### src/rtl/commfifo_uart_pkg.sv
// commfifo_uart_pkg: shared state encodings and 8N1 frame constants for the UART bridge
package commfifo_uart_pkg;
    localparam int DATA_BITS = 8;
    localparam int STOP_BITS = 1;
    typedef enum logic [1:0] {TX_IDLE, TX_START, TX_DATA, TX_STOP} tx_state_t;
    typedef enum logic [2:0] {RX_IDLE, RX_START, RX_DATA, RX_STOP, RX_BREAK} rx_state_t;
endpackage

### src/rtl/commfifo_uart_rx.sv
// commfifo_uart_rx: synchronised 8N1 receiver producing FIFO push strobes and sticky error flags
module commfifo_uart_rx
    import commfifo_uart_pkg::*;
#(
    parameter int CLKS_PER_BIT = 16
) (
    input  logic       i_clk,
    input  logic       i_reset,
    input  logic       i_rx,
    input  logic       i_not_full,
    input  logic       i_err_clr,
    output logic       o_write,
    output logic [7:0] o_data,
    output logic       o_overrun,
    output logic       o_frame_err
);
    localparam int CW = $clog2(CLKS_PER_BIT);
    localparam logic [CW-1:0] CNT_MAX = CW'(CLKS_PER_BIT - 1);
    localparam logic [CW-1:0] HALF_MAX = CW'(CLKS_PER_BIT / 2 - 1);
    localparam logic [2:0] BIT_MAX = 3'(DATA_BITS - 1);

    rx_state_t r_state, w_nxt;
    logic [1:0] r_sync;
    logic r_rxs_d;
    logic [CW-1:0] r_cnt;
    logic [2:0] r_bit;
    logic [7:0] r_sh;
    logic w_rxs, w_tick, w_stop;

    assign w_rxs = r_sync[1];
    assign w_tick = r_cnt == ((r_state == RX_START) ? HALF_MAX : CNT_MAX);
    assign w_stop = (r_state == RX_STOP) && w_tick;

    // Next-state: start-bit midpoint check, eight data samples, stop sample, break wait
    always_comb begin
        w_nxt = r_state;
        case (r_state)
            RX_IDLE:  if (r_rxs_d && !w_rxs) w_nxt = RX_START;
            RX_START: if (w_tick) w_nxt = w_rxs ? RX_IDLE : RX_DATA;
            RX_DATA:  if (w_tick && r_bit == BIT_MAX) w_nxt = RX_STOP;
            RX_STOP:  if (w_tick) w_nxt = w_rxs ? RX_IDLE : RX_BREAK;
            RX_BREAK: if (w_rxs) w_nxt = RX_IDLE;
            default:  w_nxt = RX_IDLE;
        endcase
    end

    // Synchroniser, counters, shift register, push strobe and sticky flags (set beats clear)
    always_ff @(posedge i_clk or posedge i_reset) begin
        if (i_reset) begin
            r_state     <= RX_IDLE;
            r_sync      <= 2'b11;
            r_rxs_d     <= 1'b1;
            r_cnt       <= '0;
            r_bit       <= '0;
            r_sh        <= '0;
            o_write     <= 1'b0;
            o_data      <= '0;
            o_overrun   <= 1'b0;
            o_frame_err <= 1'b0;
        end else begin
            r_state     <= w_nxt;
            r_sync      <= {r_sync[0], i_rx};
            r_rxs_d     <= w_rxs;
            r_cnt       <= (w_tick || w_nxt != r_state || r_state == RX_IDLE || r_state == RX_BREAK) ? '0 : r_cnt + 1'b1;
            r_bit       <= (r_state != RX_DATA) ? '0 : w_tick ? r_bit + 1'b1 : r_bit;
            r_sh        <= (r_state == RX_DATA && w_tick) ? {w_rxs, r_sh[7:1]} : r_sh;
            o_write     <= w_stop && w_rxs && i_not_full;
            o_data      <= (w_stop && w_rxs && i_not_full) ? r_sh : o_data;
            o_overrun   <= (w_stop && w_rxs && !i_not_full) ? 1'b1 : i_err_clr ? 1'b0 : o_overrun;
            o_frame_err <= (w_stop && !w_rxs) ? 1'b1 : i_err_clr ? 1'b0 : o_frame_err;
        end
    end
endmodule

### src/rtl/commfifo_uart.sv
// commfifo_uart: host-side 8N1 UART bridge draining the D2H FIFO to o_tx and filling the H2D FIFO from i_rx
module commfifo_uart
    import commfifo_uart_pkg::*;
#(
    parameter int CLKS_PER_BIT = 16
) (
    input  logic       i_clk,
    input  logic       i_reset,
    input  logic       d2h_host_not_empty,
    input  logic [7:0] d2h_host_data,
    output logic       d2h_host_rd,
    output logic       h2d_host_write,
    output logic [7:0] h2d_host_data,
    input  logic       h2d_host_not_full,
    output logic       o_tx,
    input  logic       i_rx,
    input  logic       i_err_clr,
    output logic       o_rx_overrun,
    output logic       o_rx_frame_err
);
    localparam int CW = $clog2(CLKS_PER_BIT);
    localparam logic [CW-1:0] CNT_MAX = CW'(CLKS_PER_BIT - 1);
    localparam logic [2:0] BIT_MAX = 3'(DATA_BITS - 1);
    localparam logic [2:0] STOP_MAX = 3'(STOP_BITS - 1);

    tx_state_t r_state, w_nxt;
    logic [CW-1:0] r_cnt;
    logic [2:0] r_bit;
    logic [7:0] r_sh;
    logic w_tick, w_rd;

    assign w_tick = r_cnt == CNT_MAX;
    assign d2h_host_rd = w_rd;
    assign o_tx = (r_state == TX_START) ? 1'b0 : (r_state == TX_DATA) ? r_sh[0] : 1'b1;

    // Next-state and pop strobe; the pop is gated by reset so no strobe escapes while held
    always_comb begin
        w_nxt = r_state;
        w_rd  = 1'b0;
        case (r_state)
            TX_IDLE: begin
                w_rd  = d2h_host_not_empty && !i_reset;
                w_nxt = d2h_host_not_empty ? TX_START : TX_IDLE;
            end
            TX_START: if (w_tick) w_nxt = TX_DATA;
            TX_DATA:  if (w_tick && r_bit == BIT_MAX) w_nxt = TX_STOP;
            TX_STOP:  if (w_tick && r_bit == STOP_MAX) w_nxt = TX_IDLE;
            default:  w_nxt = TX_IDLE;
        endcase
    end

    // State, bit-period counter, bit index and LSB-first shift register
    always_ff @(posedge i_clk or posedge i_reset) begin
        if (i_reset) begin
            r_state <= TX_IDLE;
            r_cnt   <= '0;
            r_bit   <= '0;
            r_sh    <= '0;
        end else begin
            r_state <= w_nxt;
            r_cnt   <= (r_state == TX_IDLE || w_tick) ? '0 : r_cnt + 1'b1;
            r_bit   <= (r_state == TX_IDLE || r_state == TX_START) ? '0 : w_tick ? r_bit + 1'b1 : r_bit;
            r_sh    <= w_rd ? d2h_host_data : (r_state == TX_DATA && w_tick) ? {1'b1, r_sh[7:1]} : r_sh;
        end
    end

    commfifo_uart_rx #(.CLKS_PER_BIT(CLKS_PER_BIT)) u_rx (
        .i_clk       (i_clk),
        .i_reset     (i_reset),
        .i_rx        (i_rx),
        .i_not_full  (h2d_host_not_full),
        .i_err_clr   (i_err_clr),
        .o_write     (h2d_host_write),
        .o_data      (h2d_host_data),
        .o_overrun   (o_rx_overrun),
        .o_frame_err (o_rx_frame_err)
    );
endmodule

### config.mk
export PLATFORM = sky130hd
export DESIGN_NAME = commfifo_uart
export DESIGN_NICKNAME = d
export VERILOG_FILES = /design/src/rtl/commfifo_uart_pkg.sv /design/src/rtl/commfifo_uart_rx.sv /design/src/rtl/commfifo_uart.sv
export SDC_FILE = /design/constraint.sdc
export NUM_CORES = 1
export LEC_CHECK = 0
export BUFFER_PORTS_ARGS = -buffer_cell sky130_fd_sc_hd__buf_2
export CAP_MARGIN = 25
export CORE_AREA = 4 4 72 74
export DETAILED_ROUTE_END_ITERATION = 12
export DIE_AREA = 0 0 76 78
export PLACE_DENSITY = 0.69
export RECOVER_POWER = 50
export SYNTH_ARGS = -nofsm -noshare
export SYNTH_HDL_FRONTEND = slang
export SYNTH_SLANG_ARGS = --single-unit
### constraint.sdc
create_clock -name i_clk -period 3.7 [get_ports i_clk]
set_input_delay 0.555 -clock i_clk [delete_from_list [all_inputs] [get_ports i_clk]]
set_output_delay 0.555 -clock i_clk [all_outputs]
set_load 0.02 [all_outputs]
==> reports/summary.txt, run 1 <==
Status = complete, but fails checks
Failing checks = max-capacitance violations, max-slew violations
Initial DRC count = 76
Register bit total from synthesis = 49
Vias in the first global route = 1,376
Routed wire per std cell = 12.6 um
Combinational power share = 27.2%
NetSw = 466 uW
Number of nets still failing antenna checks after routing = 0
CTS Buffer Depth = 2
Max frequency = 376 MHz
Clock Sink Count = 49
CTS clk-pin slew, worst paths = 0.08 ns
Nets@finish = 237
Fillers = 396
H-Tree Depth = 2
Skew final = 0.00540 ns
Mux cell area share after synthesis = 14.5%
Critical Path RT = 3.58 ns
Synth Flop Type = dfrtp_1
Antenna violations before repair = 0
Max Slew Vio Count = 50
Gp weighted congestion = 0.679
Die W = 76 um
Worst-Skew Late Latency = 0.30 ns
Worst Path Max Fanout = 49
Post-synthesis adder-cell area fraction = 6.14%
Seq/Total Area, Yosys = 54.9%
Final WL = 3370 um
Initial core utilization = 48.7%
Compound-Gate Fraction of Synth Area = 5.97%
I/O Pins = 27
Slew margin rel. = -68.7%
Clock root cell = clkbuf_8
P_int = 948 uW
Post-synth net total = 208
Total GRT Usage = 12.1%
Worst EP arrival = 2.54 ns
Post-synth EDFFs = 0
Syn Inst Count = 183
Post-Syn Area per Cell = 12.2 sq um
RR Startpoint = r_state[0]$_DFFE_PP0P_
Via count = 1,377
Drt pass-1 iters = 4
CTS tree = built
CP max stage cell = clkbuf_1
Ordered list of cells on the worst path = buf_2 -> inv_1 -> clkbuf_1
RSZ-0062 raised after global routing = false
First-pass GRT wire length = 6000 um
Post-Synth XOR/XNOR Area = 2.35%
Area leader, netlist = dfrtp_1
Sw Ratio = 33.0%
Synth cell types = 37
Die H = 78 um
Largest net degree at the start of global routing = 50
Largest family of logic cells by synthesized area = multiplexers
Final hold viol count = 0
# diodes = 0
Post-CTS sizing = 0
Hold Path Class = primary input to flip-flop
Area contributors post-synth = dfrtp_1, mux2_2, ha_1, mux2i_1, dfstp_2
CP Launch Type = primary input
Post-route insts no fill = 267
Die Footprint = 0.00593 sq mm
Core area = 0.00460 sq mm
Port Buffers = 26
Clk pwr share = 21.5%
Commonest non-fill, non-tap cell in the layout = dfrtp_1
Pin slew with the least headroom to its limit = 2.53 ns
Placed instance count = 259
Gr ovfl total = 0
Post-synthesis simple-gate area fraction = 12.9%
Critical Path End Type = async pin
Worst Min Path Start = i_rx
Commonest cells after routing, fill and taps aside = dfrtp_1, buf_2, nor2_1
Crit path time final = 2.66 ns
Final Cycle Share = 71.9%
Area Growth Syn to Fin = 11.8%
Mapped Area = 0.00224 sq mm
Register area = 0.00123 sq mm
Sequential group share of total power = 51.3%
Cell area power density = 564 mW/mm^2
Minimum hold slack = 0.349 ns
Multi-input gate area = 938 sq um
Crit path from = i_reset
Synth warn = 0
HPWL after DPL = 2420 um
Final setup fails = 0
Synth top area share = 51.4%
Leakage = 0.00132 uW
CTS buffer count = 5
Layout cells sized above 1 = 29.1%
Worst path top cell family by delay = buffers and inverters
Post-route DRC = 0
Async set or reset register ratio after synthesis = 100%
Setup TNS = 0 ns
Setup CP Type = primary input to async pin
Max-cap violations = 1
Hold buffers post-CTS = 0
Std-Cell Rows = 25
Post-DR vias/cell = 5.16
Postcts setup bufs = 0
Buffers and inverters on the worst path = 3
Slowest stage delay, CP = 1.80 ns
Peak VDD IR = 0.345 mV
final timing paths:
path                                              to  slack [ns]  cells after the start
setup / recovery           u_rx.r_bit[0]$_DFFE_PP0P_        1.04                      3
hold / removal              u_rx.r_sync[0]$_DFF_PP1_        0.35                      1
setup reg to reg                 r_sh[7]$_DFFE_PP0P_        1.83                      4
hold reg to reg             u_rx.r_sync[1]$_DFF_PP1_        0.36                      0
max in group i_clk                       d2h_host_rd        1.15                      5
min in group asynchronous     r_state[1]$_DFFE_PP0P_        1.24                      3
power groups by stage:
stage / clock network (uW) / logic (uW) / registers (uW)
2_1_floorplan: 0 / 341 / 701
3_3_place_gp: 0 / 378 / 733
3_5_place_dp: 0 / 388 / 738
4_1_cts: 313 / 390 / 727
5_1_grt: 335 / 437 / 741
6_report: 304 / 385 / 726
per-stage QoR:
stage	cell area [sq um]	setup WS (ns)	power [uW]	utilization (%)
after floorplan	2240	0.648	1040	-
after global placement	2420	1.52	1110	52.7
after detailed placement	2420	1.51	1130	52.7
after CTS	2510	1.17	1430	54.6
after global routing	2510	0.499	1510	54.5
final	2510	1.04	1410	54.5
logic make-up (layout without fill, tap and decap cells):
family	Yosys count	count (layout)
flops	49	49
simple gates	46	46
buf+inv	18	48
fa+ha+maj	11	11
mux	30	30
xor+xnor	6	6
compound gates	23	23
layout make-up:
cell class,instances,area share (%)
flip-flops and latches,49,49.1
multi-input cells,116,37.4
repair buffers,27,5.34
clock buffers,6,2.90
well taps,54,2.70
inverters,13,1.95
clock inverters,2,0.599
Yosys cell counts (2+ instances only):
cell,n
dfrtp_1,46
nor2_1,18
mux2_2,17
a21oi_1,13
inv_1,13
mux2i_1,12
ha_1,11
nor3_1,7
nand2_1,5
xnor2_1,4
dfstp_2,3
o21ai_0,3
a31oi_1,2
buf_2,2
clkbuf_2,2
nand3_1,2
nor2_8,2
xor2_1,2
worst register-to-register path, cell delays in order (launching register included):
cell and delay [ns]:
dfrtp_1 0.41, inv_1 0.10, ha_1 0.37, nand3_1 0.50
o22a_1 0.39
routing by layer:
layer	vias to the layer above	global-route usage, %	part of all wire (%)
met5	-	0	0
met4	0	4.27	1.2
met3	5	3.36	4.5
met2	22	18.3	45
met1	663	16.6	49
li1	687	-	-
flip-flops by register name, summed over array words and instances (netlist names):
signal,flops
u_rx.o_frame_err,1
u_rx.r_cnt,4
u_rx.r_bit,3
r_cnt,4
r_bit,3
u_rx.o_data,8
u_rx.r_state,3
u_rx.r_rxs_d,1
r_state,2
u_rx.r_sync,2
u_rx.o_write,1
u_rx.o_overrun,1
u_rx.r_sh,8
r_sh,8
(Power assumes the default switching activity.)
==> run 2: changes to the inputs <==
clock period = 2.5 ns   (was 3.7 ns; I/O delays follow)
==> run 2 against run 1 <==
Against the previous run:
- the flow now finishes without violations
- global-route usage increased by 0.48 points
- critical path depth increased by 2
- flip-flop and latch count unchanged
- worst hold slack got worse by 0.18 ns
- clock skew about the same
- die area unchanged
- non-clock buffer count increased by 1
- core utilization increased by 0.22 points
- largest cell class unchanged
==> reports/summary.txt, run 2 (synthesized netlist as in run 1, its figures left out) <==
Status = finished, final reports clean
Drt pass-1 iters = 3 (-1)
Postcts setup bufs = 0 (unchanged)
Die Footprint = 0.00593 sq mm (unchanged)
Crit path time final = 1.94 ns
CTS tree = built
Critical Path RT = 2.12 ns (-1.46 ns)
Slew margin rel. = 22.7% (+91 points)
First-pass GRT wire length = 6260 um (+4.4%)
Vias in the first global route = 1,425 (+3.6%)
Cell area power density = 838 mW/mm^2 (+49%)
Cell mode on critical path = inv_1
Peak VDD IR = 0.505 mV (+46%)
Final hold viol count = 0 (unchanged)
Fillers = 408 (+3.0%)
Worst Min Path Start = i_rx
H-Tree Depth = 2 (unchanged)
Die W = 76 um (unchanged)
HPWL after DPL = 2500 um (+3.2%)
Slowest stage delay, CP = 0.41 ns (-1.39 ns)
Setup TNS = 0 ns (unchanged)
CTS clk-pin slew, worst paths = 0.09 ns (about the same)
Core area = 0.00460 sq mm (unchanged)
RR Startpoint = u_rx.r_cnt[0]$_DFF_PP0_
Die H = 78 um (unchanged)
CP Launch Type = flip-flop
CTS buffer count = 5 (unchanged)
Worst EP arrival = 1.57 ns (-0.97 ns)
Hold Path Class = primary input to flip-flop
Commonest non-fill, non-tap cell in the layout = dfrtp_1
Skew final = 0.00525 ns (-0.000152 ns)
Gr ovfl total = 0 (unchanged)
Max frequency = 514 MHz
Commonest cells after routing, fill and taps aside = dfrtp_1, buf_2, nor2_1
Worst path top cell family by delay = flip-flops
Via count = 1,348 (-2.1%)
Pin slew with the least headroom to its limit = 1.16 ns (-1.37 ns)
Initial DRC count = 39 (-49%)
Final Cycle Share = 77.8%
Ordered list of cells on the worst path = inv_1 -> ha_1 -> nand3_1 -> inv_1 -> buf_2
Leakage = 0.00133 uW (+0.64%)
Register area = 0.00123 sq mm (unchanged)
Area Growth Syn to Fin = 12.3%
Worst-Skew Late Latency = 0.30 ns (about the same)
Multi-input gate area = 936 sq um (-0.27%)
Post-route insts no fill = 268 (+0.37%)
Largest net degree at the start of global routing = 50 (unchanged)
Placed instance count = 260 (+0.39%)
I/O Pins = 27 (unchanged)
Max-cap violations = 0 (-1)
Antenna violations before repair = 0 (unchanged)
Final setup fails = 0 (unchanged)
Routed wire per std cell = 13.0 um (+3.4%)
Clock Sink Count = 49 (unchanged)
Buffers and inverters on the worst path = 3 (unchanged)
Post-CTS sizing = 0 (unchanged)
Critical Path End Type = primary output
CP max stage cell = dfrtp_1
Layout cells sized above 1 = 30.4% (+1.3 points)
Post-route DRC = 0 (unchanged)
Clock root cell = clkbuf_8
Std-Cell Rows = 25 (unchanged)
Worst Path Max Fanout = 9 (-82%)
Final WL = 3490 um (+3.8%)
RSZ-0062 raised after global routing = false
Crit path from = r_state[0]$_DFFE_PP0P_
CTS Buffer Depth = 2 (unchanged)
Setup CP Type = flip-flop to primary output
Top Registers = r_sh x8, u_rx.o_data x8, u_rx.r_sh x8
Total GRT Usage = 12.6% (+0.48 points)
Gp weighted congestion = 0.733 (+7.9%)
Number of nets still failing antenna checks after routing = 0 (unchanged)
Nets@finish = 238 (+0.42%)
Max Slew Vio Count = 0 (-100%)
Layout Utilization = 54.7% (+0.22 points)
Hold buffers post-CTS = 0 (unchanged)
Initial core utilization = 48.7% (unchanged)
# diodes = 0 (unchanged)
Post-DR vias/cell = 5.03 (-2.5%)
Port Buffers = 26 (unchanged)
## run 2: routing by layer
metal	wire length (um)	vias to the layer above	global-route usage, %
li1	-	690	-
met1	1700	634	16.6
met2	1610	19	20.2
met3	152	5	3.83
met4	35	0	3.20
met5	0	-	0
## run 2: per-stage QoR
| step | setup WS (ns) | hold WS [ns] | area, sq um | total power, uW |
|---|---|---|---|---|
| 6_report | 0.556 | 0.165 | 2520 | 2110 |
| 5_1_grt | 0.411 | 0.137 | 2520 | 2280 |
| 4_1_cts | 0.530 | 0.155 | 2520 | 2140 |
| 3_5_place_dp | 0.807 | 0.351 | 2430 | 1670 |
| 3_3_place_gp | 0.812 | 0.351 | 2430 | 1650 |
| 2_1_floorplan | 0.158 | 0.345 | 2240 | 1540 |
## run 2: final timing paths
| path | end | slack, ns | cells past startpoint |
|---|---|---|---|
| worst max-delay path | d2h_host_rd | 0.56 | 5 |
| worst min-delay path | u_rx.r_sync[0]$_DFF_PP1_ | 0.16 | 1 |
| worst max register to register | u_rx.o_data[2]$_DFFE_PP0P_ | 0.78 | 5 |
| worst min register to register | u_rx.r_sync[1]$_DFF_PP1_ | 0.37 | 0 |
| max in group asynchronous | u_rx.o_write$_DFF_PP0_ | 1.29 | 3 |
| min in group asynchronous | r_state[0]$_DFFE_PP0P_ | 0.51 | 3 |
## run 2: cell type report
cell class | instances | share of cell area, %
clock buffer | 5 | 2.73
clock inverter | 3 | 0.845
inverter | 13 | 1.99
multi-input combinational | 116 | 37.2
sequential | 49 | 48.9
tap | 54 | 2.69
timing repair buffer | 28 | 5.67
## run 2: report_power, final
group,total [uW],internal (uW),leakage [uW],switching (uW)
Sequential,1070,941,0.000632,134
Combinational,572,268,0.000652,304
Clock,463,199,0.0000445,264
Total,2110,1410,0.00133,702
==> run 3: changes to the inputs <==
clock period = 2.04 ns   (was 2.5 ns; I/O delays follow)
==> run 3 against run 2 <==
Against the previous run:
- first-iteration DRC count rose by 33%
- total power rose by 35%
- count of clock-buffer cells in the layout stayed put
- sequential power up 23%
- flip-flop and latch count unchanged
- combinational power rose by 25%
- critical endpoint unchanged
==> reports/summary.txt, run 3 (synthesized netlist as in run 1, its figures left out) <==
Post-DR vias/cell = 5.24 (+4.2%)
Post-route DRC = 0 (unchanged)
Clock Sink Count = 49 (unchanged)
Crit path capture = d2h_host_rd
Skew final = 0.00845 ns (+0.00320 ns)
Gp weighted congestion = 0.863 (+18%)
Setup Slack @ Placement = 0.334 ns (-0.473 ns)
Slew margin rel. = 22.7% (about the same)
Crit path time final = 1.76 ns
Via count = 1,405 (+4.2%)
Top Registers = r_sh x8, u_rx.o_data x8, u_rx.r_sh x8
Setup TNS = 0 ns (unchanged)
Cell area power density = 1110 mW/mm^2 (+32%)
Die Footprint = 0.00593 sq mm (unchanged)
Sequential group share of total power = 46.5% (-4.4 points)
Std-Cell Rows = 25 (unchanged)
RSZ-0062 raised after global routing = false
Max-cap violations = 0 (unchanged)
Area Growth Syn to Fin = 14.7%
Status = finished, final reports clean
H-Tree Depth = 2 (unchanged)
Postcts setup bufs = 0 (unchanged)
Max frequency = 567 MHz
Final WS setup = 0.278 ns (-0.278 ns)
Fillers = 407 (-0.25%)
Layout cells sized above 1 = 30.4% (unchanged)
Worst Path Max Fanout = 17 (+8)
Die W = 76 um (unchanged)
Pin slew with the least headroom to its limit = 1.16 ns (-0.000266 ns)
Fin area = 0.00257 sq mm (+2.1%)
Gr ovfl total = 0 (unchanged)
Number of nets still failing antenna checks after routing = 0 (unchanged)
Critical Path End Type = primary output
NetSw = 873 uW (+24%)
Final setup fails = 0 (unchanged)
R2R setup slack = 0.34 ns (-0.44 ns)
Peak VDD IR = 0.653 mV (+29%)
Crit path from = r_state[0]$_DFFE_PP0P_
Hold buffers post-CTS = 0 (unchanged)
Core area = 0.00460 sq mm (unchanged)
Minimum hold slack = 0.115 ns (-0.0504 ns)
# diodes = 0 (unchanged)
CTS clk-pin slew, worst paths = 0.08 ns (about the same)
Commonest cells after routing, fill and taps aside = dfrtp_1, buf_2, nor2_1
Initial DRC count = 52 (+33%)
Critical Path RT = 1.73 ns (-0.39 ns)
Leakage = 0.00135 uW (+1.4%)
First-pass GRT wire length = 6580 um (+5.2%)
Reg2Reg Capture Point = u_rx.o_data[4]$_DFFE_PP0P_
Routed wire per std cell = 13.3 um (+2.3%)
Post-CTS sizing = 0 (unchanged)
Total GRT Usage = 13.5% (+0.88 points)
Initial core utilization = 48.7% (unchanged)
P_int = 1970 uW (+40%)
CTS tree = built
Worst-Skew Late Latency = 0.30 ns (about the same)
Vias in the first global route = 1,458 (+2.3%)
Nets@finish = 238 (unchanged)
Area post-placement = 0.00245 sq mm (+0.51%)
CP Launch Type = flip-flop
Worst r2r path cells = 5 (unchanged)
Final hold viol count = 0 (unchanged)
Sw Ratio = 30.7% (-2.6 points)
CTS Buffer Depth = 2 (unchanged)
Hold Path Class = primary input to flip-flop
Drt pass-1 iters = 4 (+1)
Largest net degree at the start of global routing = 50 (unchanged)
Antenna violations before repair = 0 (unchanged)
Commonest non-fill, non-tap cell in the layout = dfrtp_1
Die H = 78 um (unchanged)
Port Buffers = 26 (unchanged)
RR Startpoint = u_rx.r_cnt[0]$_DFF_PP0_
Max Slew Vio Count = 0 (unchanged)
Layout Utilization = 55.9% (+1.2 points)
Combinational power share = 25.2% (-1.9 points)
I/O Pins = 27 (unchanged)
Final Cycle Share = 86.4%
Final WL = 3570 um (+2.3%)
Clk pwr share = 28.3% (+6.4 points)
Setup CP Type = flip-flop to primary output
HPWL after DPL = 2560 um (+2.6%)
CTS buffer count = 5 (unchanged)
Worst EP arrival = 1.46 ns (-0.11 ns)
Clock root cell = clkbuf_8
-- run 3: worst min-delay path by stage --
| stage | from | end | slack (ns) | cells after the start |
|---|---|---|---|---|
| floorplan | i_rx | u_rx.r_sync[0]$_DFF_PP1_ | 0.31 | 0 |
| global placement | u_rx.r_sync[0]$_DFF_PP1_ | u_rx.r_sync[1]$_DFF_PP1_ | 0.35 | 0 |
| detailed placement | u_rx.r_sync[0]$_DFF_PP1_ | u_rx.r_sync[1]$_DFF_PP1_ | 0.35 | 0 |
| CTS | i_rx | u_rx.r_sync[0]$_DFF_PP1_ | 0.1 | 1 |
| global route | i_rx | u_rx.r_sync[0]$_DFF_PP1_ | 0.1 | 1 |
| finish | i_rx | u_rx.r_sync[0]$_DFF_PP1_ | 0.11 | 1 |
-- run 3: power by group through the flow --
| stage | Sequential [uW] | Combinational (uW) | Clock (uW) |
|---|---|---|---|
| after global placement | 1330 | 729 | 0 |
| after global routing | 1350 | 832 | 863 |
| after floorplan | 1270 | 629 | 0 |
| final | 1320 | 716 | 805 |
| after detailed placement | 1340 | 741 | 0 |
| after CTS | 1320 | 744 | 826 |
-- run 3: cell type report --
class	instances	area (sq um)	share of cell area (%)
sequential	49	1230	47.9
multi-input combinational	116	951	37.0
timing repair buffer	28	138	5.36
clock buffer	5	68.8	2.68
tap	54	67.6	2.63
clock inverter	3	65.1	2.53
inverter	13	50.0	1.95
-- run 3: per-layer routing --
layer	track usage [%]	up-vias	part of all wire, %
met5	0	-	0
met4	5.87	0	1.6
met3	3.02	6	3.6
met2	22.2	24	48
met1	16.9	683	47
li1	-	692	-
-- run 3: critical path: stages, from the launching register on --
cell	delay, ns
dfrtp_1	0.41
inv_1	0.10
ha_1	0.23
nand3_4	0.18
inv_1	0.08
buf_2	0.16
-- run 3: through the flow --
stage	std cells	power, uW
after floorplan	183	1900
after global placement	260	2060
after detailed placement	260	2080
after CTS	268	2890
after global routing	268	3040
final	268	2840
